<file path="config.mk">
export PLATFORM = sky130hd
export DESIGN_NAME = f_fixed_alu
export DESIGN_NICKNAME = d
export VERILOG_FILES = /design/src/rtl/f_alu_pkg.sv /design/src/rtl/f_fixed_div.sv /design/src/rtl/f_fixed_alu.sv
export SDC_FILE = /design/constraint.sdc
export NUM_CORES = 2
export LEC_CHECK = 0
export CAP_MARGIN = 15
export CORE_UTILIZATION = 55
export CTS_CLUSTER_DIAMETER = 60
export CTS_CLUSTER_SIZE = 30
export DETAILED_ROUTE_END_ITERATION = 10
export PLACE_DENSITY = 0.72
export SYNTH_ARGS = -nofsm -noshare
export SYNTH_HDL_FRONTEND = slang
export SYNTH_SLANG_ARGS = --single-unit
export TNS_END_PERCENT = 30
</file>
<file path="constraint.sdc">
create_clock -name iCLK -period 28.5 [get_ports iCLK]
set_clock_uncertainty 0.2 [all_clocks]
set_input_delay 5.7 -clock iCLK [delete_from_list [all_inputs] [get_ports iCLK]]
set_output_delay 5.7 -clock iCLK [all_outputs]
set_load 0.01 [all_outputs]
</file>
<file path="src/rtl/f_alu_pkg.sv">
// Shared definitions for the fixed-point ALU: opcodes, FSM states and
// saturation limits at the default operand width.
package f_alu_pkg;

  localparam int unsigned XLEN_DEFAULT = 32;

  localparam logic [2:0] OP_ADD  = 3'd0;
  localparam logic [2:0] OP_SUB  = 3'd1;
  localparam logic [2:0] OP_MUL  = 3'd2;
  localparam logic [2:0] OP_MADD = 3'd3;
  localparam logic [2:0] OP_MSUB = 3'd4;
  localparam logic [2:0] OP_MIN  = 3'd5;
  localparam logic [2:0] OP_MAX  = 3'd6;
  localparam logic [2:0] OP_DIV  = 3'd7;

  typedef enum logic [1:0] {
    S_IDLE,
    S_MUL,
    S_DIV,
    S_FIX
  } state_t;

  localparam logic [XLEN_DEFAULT-1:0] SAT_MAX = {1'b0, {(XLEN_DEFAULT-1){1'b1}}};
  localparam logic [XLEN_DEFAULT-1:0] SAT_MIN = {1'b1, {(XLEN_DEFAULT-1){1'b0}}};

endpackage

</file>
<file path="src/rtl/f_fixed_div.sv">
// Iterative restoring divider on magnitudes: one quotient bit per clock,
// dividend is the magnitude pre-scaled by FRAC fractional bits.
module f_fixed_div #(
  parameter int unsigned XLEN      = 32,
  parameter int unsigned FRAC      = 4,
  parameter int unsigned DIV_STEPS = XLEN + FRAC
) (
  input  logic                 clk,
  input  logic                 rst,
  input  logic                 start,
  input  logic [XLEN-1:0]      dividend,
  input  logic [XLEN-1:0]      divisor,
  output logic                 done,
  output logic [XLEN+FRAC-1:0] quotient
);

  localparam int unsigned QW = XLEN + FRAC;
  localparam int unsigned CW = (DIV_STEPS > 1) ? $clog2(DIV_STEPS) : 1;

  logic [XLEN-1:0] rem;
  logic [XLEN-1:0] dvs;
  logic [QW-1:0]   quo;
  logic [CW-1:0]   count;
  logic            running;
  logic [XLEN:0]   shifted;
  logic [XLEN:0]   diff;
  logic            fits;

  always_comb begin
    shifted = {rem, quo[QW-1]};
    diff    = shifted - {1'b0, dvs};
    fits    = shifted >= {1'b0, dvs};
  end

  // done flags the edge on which the final quotient bit is written
  assign done     = running && (count == CW'(DIV_STEPS - 1));
  assign quotient = quo;

  always_ff @(posedge clk) begin
    if (rst) begin
      running <= 1'b0;
      count   <= '0;
      rem     <= '0;
      dvs     <= '0;
      quo     <= '0;
    end else if (start) begin
      running <= 1'b1;
      count   <= '0;
      rem     <= '0;
      dvs     <= divisor;
      quo     <= QW'(dividend) << FRAC;
    end else if (running) begin
      rem   <= fits ? diff[XLEN-1:0] : shifted[XLEN-1:0];
      quo   <= {quo[QW-2:0], fits};
      count <= count + 1'b1;
      if (done) running <= 1'b0;
    end
  end

endmodule

</file>
<file path="src/rtl/f_fixed_alu.sv">
// Signed fixed-point ALU behind the FP register file: single-cycle
// add/sub/min/max, two-cycle multiply family, iterative divide.
module f_fixed_alu #(
  parameter int unsigned XLEN      = 32,
  parameter int unsigned FRAC      = 4,
  parameter int unsigned DIV_STEPS = XLEN + FRAC
) (
  input  logic            iCLK,
  input  logic            iRST,
  input  logic            iSTART,
  input  logic [2:0]      iOP,
  input  logic [4:0]      iRD,
  input  logic [XLEN-1:0] iA,
  input  logic [XLEN-1:0] iB,
  input  logic [XLEN-1:0] iC,
  output logic            oBUSY,
  output logic            oDONE,
  output logic [XLEN-1:0] oRESULT,
  output logic [4:0]      oRD,
  output logic            oOV,
  output logic            oDZ
);
  import f_alu_pkg::*;

  localparam int unsigned PW = 2 * XLEN;
  localparam int unsigned QW = XLEN + FRAC;
  localparam logic [XLEN-1:0] SMAX = {1'b0, {(XLEN-1){1'b1}}};
  localparam logic [XLEN-1:0] SMIN = {1'b1, {(XLEN-1){1'b0}}};
  localparam logic [QW-1:0] LIM_POS = QW'(SMAX);
  localparam logic [QW-1:0] LIM_NEG = QW'(SMIN);

  state_t                 state;
  logic signed [PW-1:0]   prod;
  logic [2:0]             mop;
  logic [XLEN-1:0]        mc;
  logic [4:0]             tag;
  logic                   neg_q;

  logic                   accept, quick, quick_ov, quick_dz, div_start, div_done;
  logic [XLEN-1:0]        quick_val, a_mag, b_mag;
  logic signed [PW-1:0]   a_ext, b_ext, prod_sh;
  logic [PW:0]            msum;
  logic                   mul_ov, fix_ov;
  logic [XLEN-1:0]        mul_val, fix_val;
  logic [QW-1:0]          div_q;

  function automatic logic [XLEN:0] sat_narrow(input logic [XLEN:0] w);
    logic ov;
    ov = w[XLEN] ^ w[XLEN-1];
    return {ov, ov ? (w[XLEN] ? SMIN : SMAX) : w[XLEN-1:0]};
  endfunction

  assign oBUSY  = (state != S_IDLE);
  assign accept = (state == S_IDLE) && iSTART;

  always_comb begin
    quick     = 1'b1;
    quick_ov  = 1'b0;
    quick_dz  = 1'b0;
    quick_val = '0;
    unique case (iOP)
      OP_ADD:  {quick_ov, quick_val} = sat_narrow({iA[XLEN-1], iA} + {iB[XLEN-1], iB});
      OP_SUB:  {quick_ov, quick_val} = sat_narrow({iA[XLEN-1], iA} - {iB[XLEN-1], iB});
      OP_MIN:  quick_val = ($signed(iB) < $signed(iA)) ? iB : iA;
      OP_MAX:  quick_val = ($signed(iA) < $signed(iB)) ? iB : iA;
      OP_DIV:  begin
        if (iB == '0) begin
          quick_dz  = 1'b1;
          quick_val = iA[XLEN-1] ? SMIN : SMAX;
        end else begin
          quick = 1'b0;
        end
      end
      default: quick = 1'b0;
    endcase
  end

  always_comb begin
    a_ext     = {{XLEN{iA[XLEN-1]}}, iA};
    b_ext     = {{XLEN{iB[XLEN-1]}}, iB};
    a_mag     = iA[XLEN-1] ? -iA : iA;
    b_mag     = iB[XLEN-1] ? -iB : iB;
    div_start = accept && (iOP == OP_DIV) && !quick;
  end

  // Product keeps full precision until the shift, so truncation is toward -inf
  always_comb begin
    prod_sh = prod >>> FRAC;
    msum    = {prod_sh[PW-1], prod_sh};
    if (mop == OP_MADD)      msum = msum + {{(PW+1-XLEN){mc[XLEN-1]}}, mc};
    else if (mop == OP_MSUB) msum = msum - {{(PW+1-XLEN){mc[XLEN-1]}}, mc};
    mul_ov  = !((msum[PW:XLEN-1] == '0) || (msum[PW:XLEN-1] == '1));
    mul_val = mul_ov ? (msum[PW] ? SMIN : SMAX) : msum[XLEN-1:0];
  end

  // A negative quotient may reach |SMIN| without overflowing
  always_comb begin
    if (neg_q) begin
      fix_ov  = div_q > LIM_NEG;
      fix_val = fix_ov ? SMIN : -div_q[XLEN-1:0];
    end else begin
      fix_ov  = div_q > LIM_POS;
      fix_val = fix_ov ? SMAX : div_q[XLEN-1:0];
    end
  end

  f_fixed_div #(
    .XLEN      (XLEN),
    .FRAC      (FRAC),
    .DIV_STEPS (DIV_STEPS)
  ) u_div (
    .clk      (iCLK),
    .rst      (iRST),
    .start    (div_start),
    .dividend (a_mag),
    .divisor  (b_mag),
    .done     (div_done),
    .quotient (div_q)
  );

  always_ff @(posedge iCLK) begin
    if (iRST) begin
      state   <= S_IDLE;
      oDONE   <= 1'b0;
      oRESULT <= '0;
      oRD     <= '0;
      oOV     <= 1'b0;
      oDZ     <= 1'b0;
      prod    <= '0;
      mop     <= OP_ADD;
      mc      <= '0;
      tag     <= '0;
      neg_q   <= 1'b0;
    end else begin
      oDONE <= 1'b0;
      unique case (state)
        S_IDLE: begin
          if (accept) begin
            tag <= iRD;
            if (quick) begin
              oRESULT <= quick_val;
              oRD     <= iRD;
              oOV     <= quick_ov;
              oDZ     <= quick_dz;
              oDONE   <= 1'b1;
            end else if (iOP == OP_DIV) begin
              neg_q <= iA[XLEN-1] ^ iB[XLEN-1];
              state <= S_DIV;
            end else begin
              prod  <= a_ext * b_ext;
              mop   <= iOP;
              mc    <= iC;
              state <= S_MUL;
            end
          end
        end
        S_MUL: begin
          oRESULT <= mul_val;
          oRD     <= tag;
          oOV     <= mul_ov;
          oDZ     <= 1'b0;
          oDONE   <= 1'b1;
          state   <= S_IDLE;
        end
        S_DIV: begin
          if (div_done) state <= S_FIX;
        end
        S_FIX: begin
          oRESULT <= fix_val;
          oRD     <= tag;
          oOV     <= fix_ov;
          oDZ     <= 1'b0;
          oDONE   <= 1'b1;
          state   <= S_IDLE;
        end
        default: state <= S_IDLE;
      endcase
    end
  end

endmodule

</file>
### Word level (Yosys, flattened, before mapping)

Index checks and enable logic that the tools add are counted.

* add/subtract/negate cells: 9
* $mul: 1
* $lt $le $gt $ge: 5
* equality and inequality tests: 15
* muxes and demuxes: 49
* bitwise operators: 5
* reductions and logical operators: 24

Operator list (count)
* two-way mux 32 bit: 18
* one-hot mux 32 bit (5 select lines): 1
* two-way mux 65 bit: 2
* negator 32 bit: 3
* one-hot mux 32 bit (3 select lines): 1
* two-way mux 36 bit: 2
* < comparator 32 bit: 2
* multiplier 32 x 32 -> 64 bit: 1
* adder 60 x 32 -> 61 bit: 1
* subtractor 60 x 32 -> 61 bit: 1
* greater-than comparator 36 x 31 -> 1 bit (second input constant): 1
* greater-than comparator 36 x 32 -> 1 bit (second input constant): 1
* == test 34 bit (second input constant): 1
* zero test 34 bit: 1
* adder 32 x 32 -> 33 bit: 1
* >= comparator 33 x 32 -> 1 bit: 1
* subtractor 32 x 32 -> 33 bit: 1
* zero test 32 bit: 1
* subtractor 32 bit: 1
* == test 3 bit (second input constant): 4
* two-way mux 1 bit: 12
* two-way mux 5 bit: 2
* one-hot mux 5 bit (2 select lines): 1
* AND reduction 3 bit: 3
* other kinds (24): 45

* flip-flop bits (word level): 254
* logic and storage cells: 125

### Longest topological paths before layout

* depth after elaboration: 7
* gate-level depth with buffers: 34
* depth with buffers taken out: 32

### By module

From an unflattened synthesis, not the netlist that was laid out.

* cell total of the unflattened synthesis: 7939
* area total of the unflattened synthesis: 64196.6 um2

By module, submodules not included
* f_fixed_alu: instances 1, cells each 7183, area each 57939.3 um2
* f_fixed_div: instances 1, cells each 756, area each 6257.3 um2

### Worst setup path after synthesis

Ideal clock, no wire load.

* path kind: input to register
* from: input port iB[3]
* to: register prod[59]
* arrival: 13.522 ns
* path slack: 14.708 ns
* cell stages on the path: 28
* path through: clkbuf_1 -> clkbuf_1 -> inv_1 -> nor2_1 -> fa_1 -> fa_1 -> fa_1 -> fa_1 -> fa_1 -> fa_1 -> fa_1 -> fa_1 -> ha_1 -> and3_1 -> nand3_1 -> nor2_1 -> a221o_1 -> a31oi_1 -> nand2_1 -> a311oi_1 -> o31ai_1 -> a21oi_1 -> nor2b_1 -> o21ai_0 -> a221oi_1 -> xnor2_1 -> nand2_1 -> a21oi_1

* word-level cells in the longest chain between the ends: 5
* elaborated cells on any way between the ends: 6
* classes of those cells: mul (1); mux (2); bitwise (1); reduce/logical (2)

Ends and longest elaborated chain
* start, declared: RTL line f_fixed_alu.sv:14 `input logic [XLEN-1:0] iB,`
* branches (longest 5 deep; another with multiplier 32 x 32 -> 64 bit)
* end signal, assigned: RTL line f_fixed_alu.sv:150 `prod <= a_ext * b_ext;`
* end, declared: RTL line f_fixed_alu.sv:33 `logic signed [PW-1:0] prod;`

Several ways; the timed one is not identified.
A chain may end at the register's enable or synchronous reset.

### Worst setup path in the final report

* from: input port iB[3]
* to: register prod[55]

Same word-level chain as after synthesis.

==> flow_summary.yaml <==
outcome:
  outcome: "complete, no violations"
floorplanning:
  die_x_um: 340
  dieArea_sq_um: 116000
  rows: 123
  core_sq_um: 113000
  ios: 148
  start_util: 0.557
  die_h_um: 340
worst_setup_path:
  crit_path_start_kind: "input port"
  cp.required_ns: 28.80
  crit_fanout: 36
  worst_ep_arrival_time_ns: 15.50
  r2r_cells: 19
  critPathKind: "in -> reg"
  end_kind: "flop"
sta:
  setup_ws_ns: 13.31
  rsz0062_at_grt: "false"
  final_max_slew_viol_count: 0
  max_freq_mhz: 65.8
  hold_viol: 0
  fin_crit_sh: 0.533
  tns_ns: 0
  period_needed_ns: 15.19
  maxSlewHeadroom: 0.0797
  setup_viol: 0
  tightest_slew_ns: 1.37
route:
  antenna_left: 0
  dr.pass1.iters: 8
  dr_total_vias: 56842
  via_per_inst: 6.25
  drc_errors: 0
  routed_wl_mm: 231
  wl_per_cell_um: 25.4
  drt-initial-drc-count: 5640
cts:
  insertion_delay_ns: 0.59
  cts_hold_buf: 0
  ctsResizeCount: 0
  cts_tree: "yes"
  clock_path_buffers: 3
  cts_htree_levels: 2
  clk_pin_slew_worst_paths_ns: 0.07
  postCtsSetupBuffers: 0
  cts_sinks: 250
  cts_made_buffers: 35
  cts-root-buf: "clkbuf_16"
logic_synthesis:
  ys_warn_count: 0
  ys.flop_type: "dfxtp_1"
  async_reset_ff_frac: 0
  yosysSeqAreaShare: 0.0795
  synthCells: 7781
  synthesis.nets: 9377
  synth_seq_cells: 250
  yosysUniqueCellTypes: 97
  synth_edf_count: 0
  netlist_area_sq_um: 62900
  syn_avg_cell_area_sq_um: 8.09
place:
  gp_congestion: 1.01
  dp_slack_ns: 12.88
  hpwl_mm: 174
  post-place-cells: 9026
  io_buffer_count: 147
flow_run:
  cap_violations: 0
global_routing:
  antenna_found_initial: 12
  grt_pass1_vias: 57512
  overflow: 0
  grt_max_degree: 89
  grt_pass1_wl_mm: 353
  grtUsageTotal: 0.400
layout:
  drive_above_1_share: 0.0354
  multi_input_area_sq_um: 51500
  syn_to_final_growth_pct: 5.51
  fin_cells: 9091
  fill_cells: 10314
  layout.area.seq_sq_um: 5010
  nets: 9160
hold_path:
  holdPathStages: 2
  hp-class: "reg -> reg"
## stage by stage
step	hold WS (ns)	area, sq um	util
after floorplan	0.240	62900	-
after global placement	0.255	65200	0.577
after detailed placement	0.263	65200	0.577
after CTS	0.274	66400	0.588
after global routing	0.289	66400	0.588
final	0.274	66400	0.588
## final cells by class
type	count	area share
clock inverters	24	0.00458
flip-flops and latches	250	0.0755
clock buffers	39	0.0137
inverters	1200	0.0678
repair buffers	264	0.0344
diodes	1	0.0000377
well taps	1500	0.0283
multi-input cells	5813	0.776
## kinds of logic after synthesis
| group | Yosys count | share of synthesized area |
|---|---|---|
| muxes | 81 | 0.0129 |
| and+or+nand+nor | 2412 | 0.182 |
| adders and majority gates | 1489 | 0.426 |
| AOI/OAI and AO/OA | 1601 | 0.164 |
| DFF | 250 | 0.0795 |
| buffers and inverters | 1718 | 0.103 |
| xor gates and xnor gates | 230 | 0.0320 |
## Yosys cell counts, types with 99 or more instances
cell	n	area share
o21ai_0	291	0.023
dfxtp_1	250	0.080
and2_1	469	0.047
nor3_1	109	0.0087
ha_1	402	0.080
xnor2_1	183	0.025
nor2_1	546	0.033
a21o_1	99	0.012
inv_1	1194	0.071
clkbuf_1	455	0.027
fa_1	1087	0.35
a211oi_1	130	0.016
a21oi_1	523	0.042
nand2_1	849	0.051
## state kept, by name (all words and copies together), names as in the netlist, 6 cells and up
| register | cells |
|---|---|
| prod | 60 |
| u_div.count | 6 |
| oRESULT | 32 |
| u_div.dvs | 32 |
| u_div.rem | 32 |
| mc | 32 |
| u_div.quotient | 36 |
## metal layers
metal / track usage / share of wire / vias to the layer above
met1: 0.539 / 0.40 / 28329
li1: - / - / 24750
met4: 0.165 / 0.049 / 10
met5: 0 / 0.00027 / -
met2: 0.631 / 0.45 / 3162
met3: 0.0770 / 0.10 / 591
## layout by cell type, fill, tap and decap left out, types with 60 or more instances in the layout
cell type	instances
inv_1	1194
nor3_1	109
nand4_1	61
a21o_1	99
buf_4	116
mux2i_1	78
xnor2_1	183
fa_1	1087
a211oi_1	130
clkdlybuf4s50_1	133
dfxtp_1	248
nand2_1	847
nor2_1	544
and2_1	467
nand3_1	74
o21ai_0	291
nand2b_1	60
a21oi_1	522
ha_1	402
## worst max-delay path, stage by stage
cell	delay (ns)
clkdlybuf4s50_1	0.46
buf_4	0.47
inv_1	0.18
nor2_1	0.26
fa_1	0.53
fa_1	0.50
fa_1	1.02
fa_1	0.56
fa_1	0.50
fa_1	0.57
fa_1	0.43
fa_1	0.48
ha_1	0.38
and3_1	0.26
nand3_1	0.13
nor3_1	0.27
nand3_1	0.11
inv_1	0.11
a32o_1	0.15
a311oi_1	0.09
o31ai_1	0.98
a21oi_1	0.30
nor2b_1	0.23
o21ai_0	0.24
a21oi_1	0.13
xnor2_1	0.18
nand2_1	0.08
a21oi_1	0.16
## path summary, 6_finish.rpt
path | slack [ns] | end | from
max | 13.31 | prod[55]$_SDFFE_PP0P_ | iB[3]
min reg2reg | 0.27 | u_div.dvs[8]$_SDFFE_PP0P_ | u_div.dvs[8]$_SDFFE_PP0P_
min | 0.27 | u_div.dvs[8]$_SDFFE_PP0P_ | u_div.dvs[8]$_SDFFE_PP0P_
max reg2reg | 20.75 | oRESULT[12]$_SDFFE_PP0P_ | mc[31]$_SDFFE_PP0P_
Power is left out: the tool's default activity adds up to more than one toggle a clock period on the data nets, which glitch-free logic cannot reach.
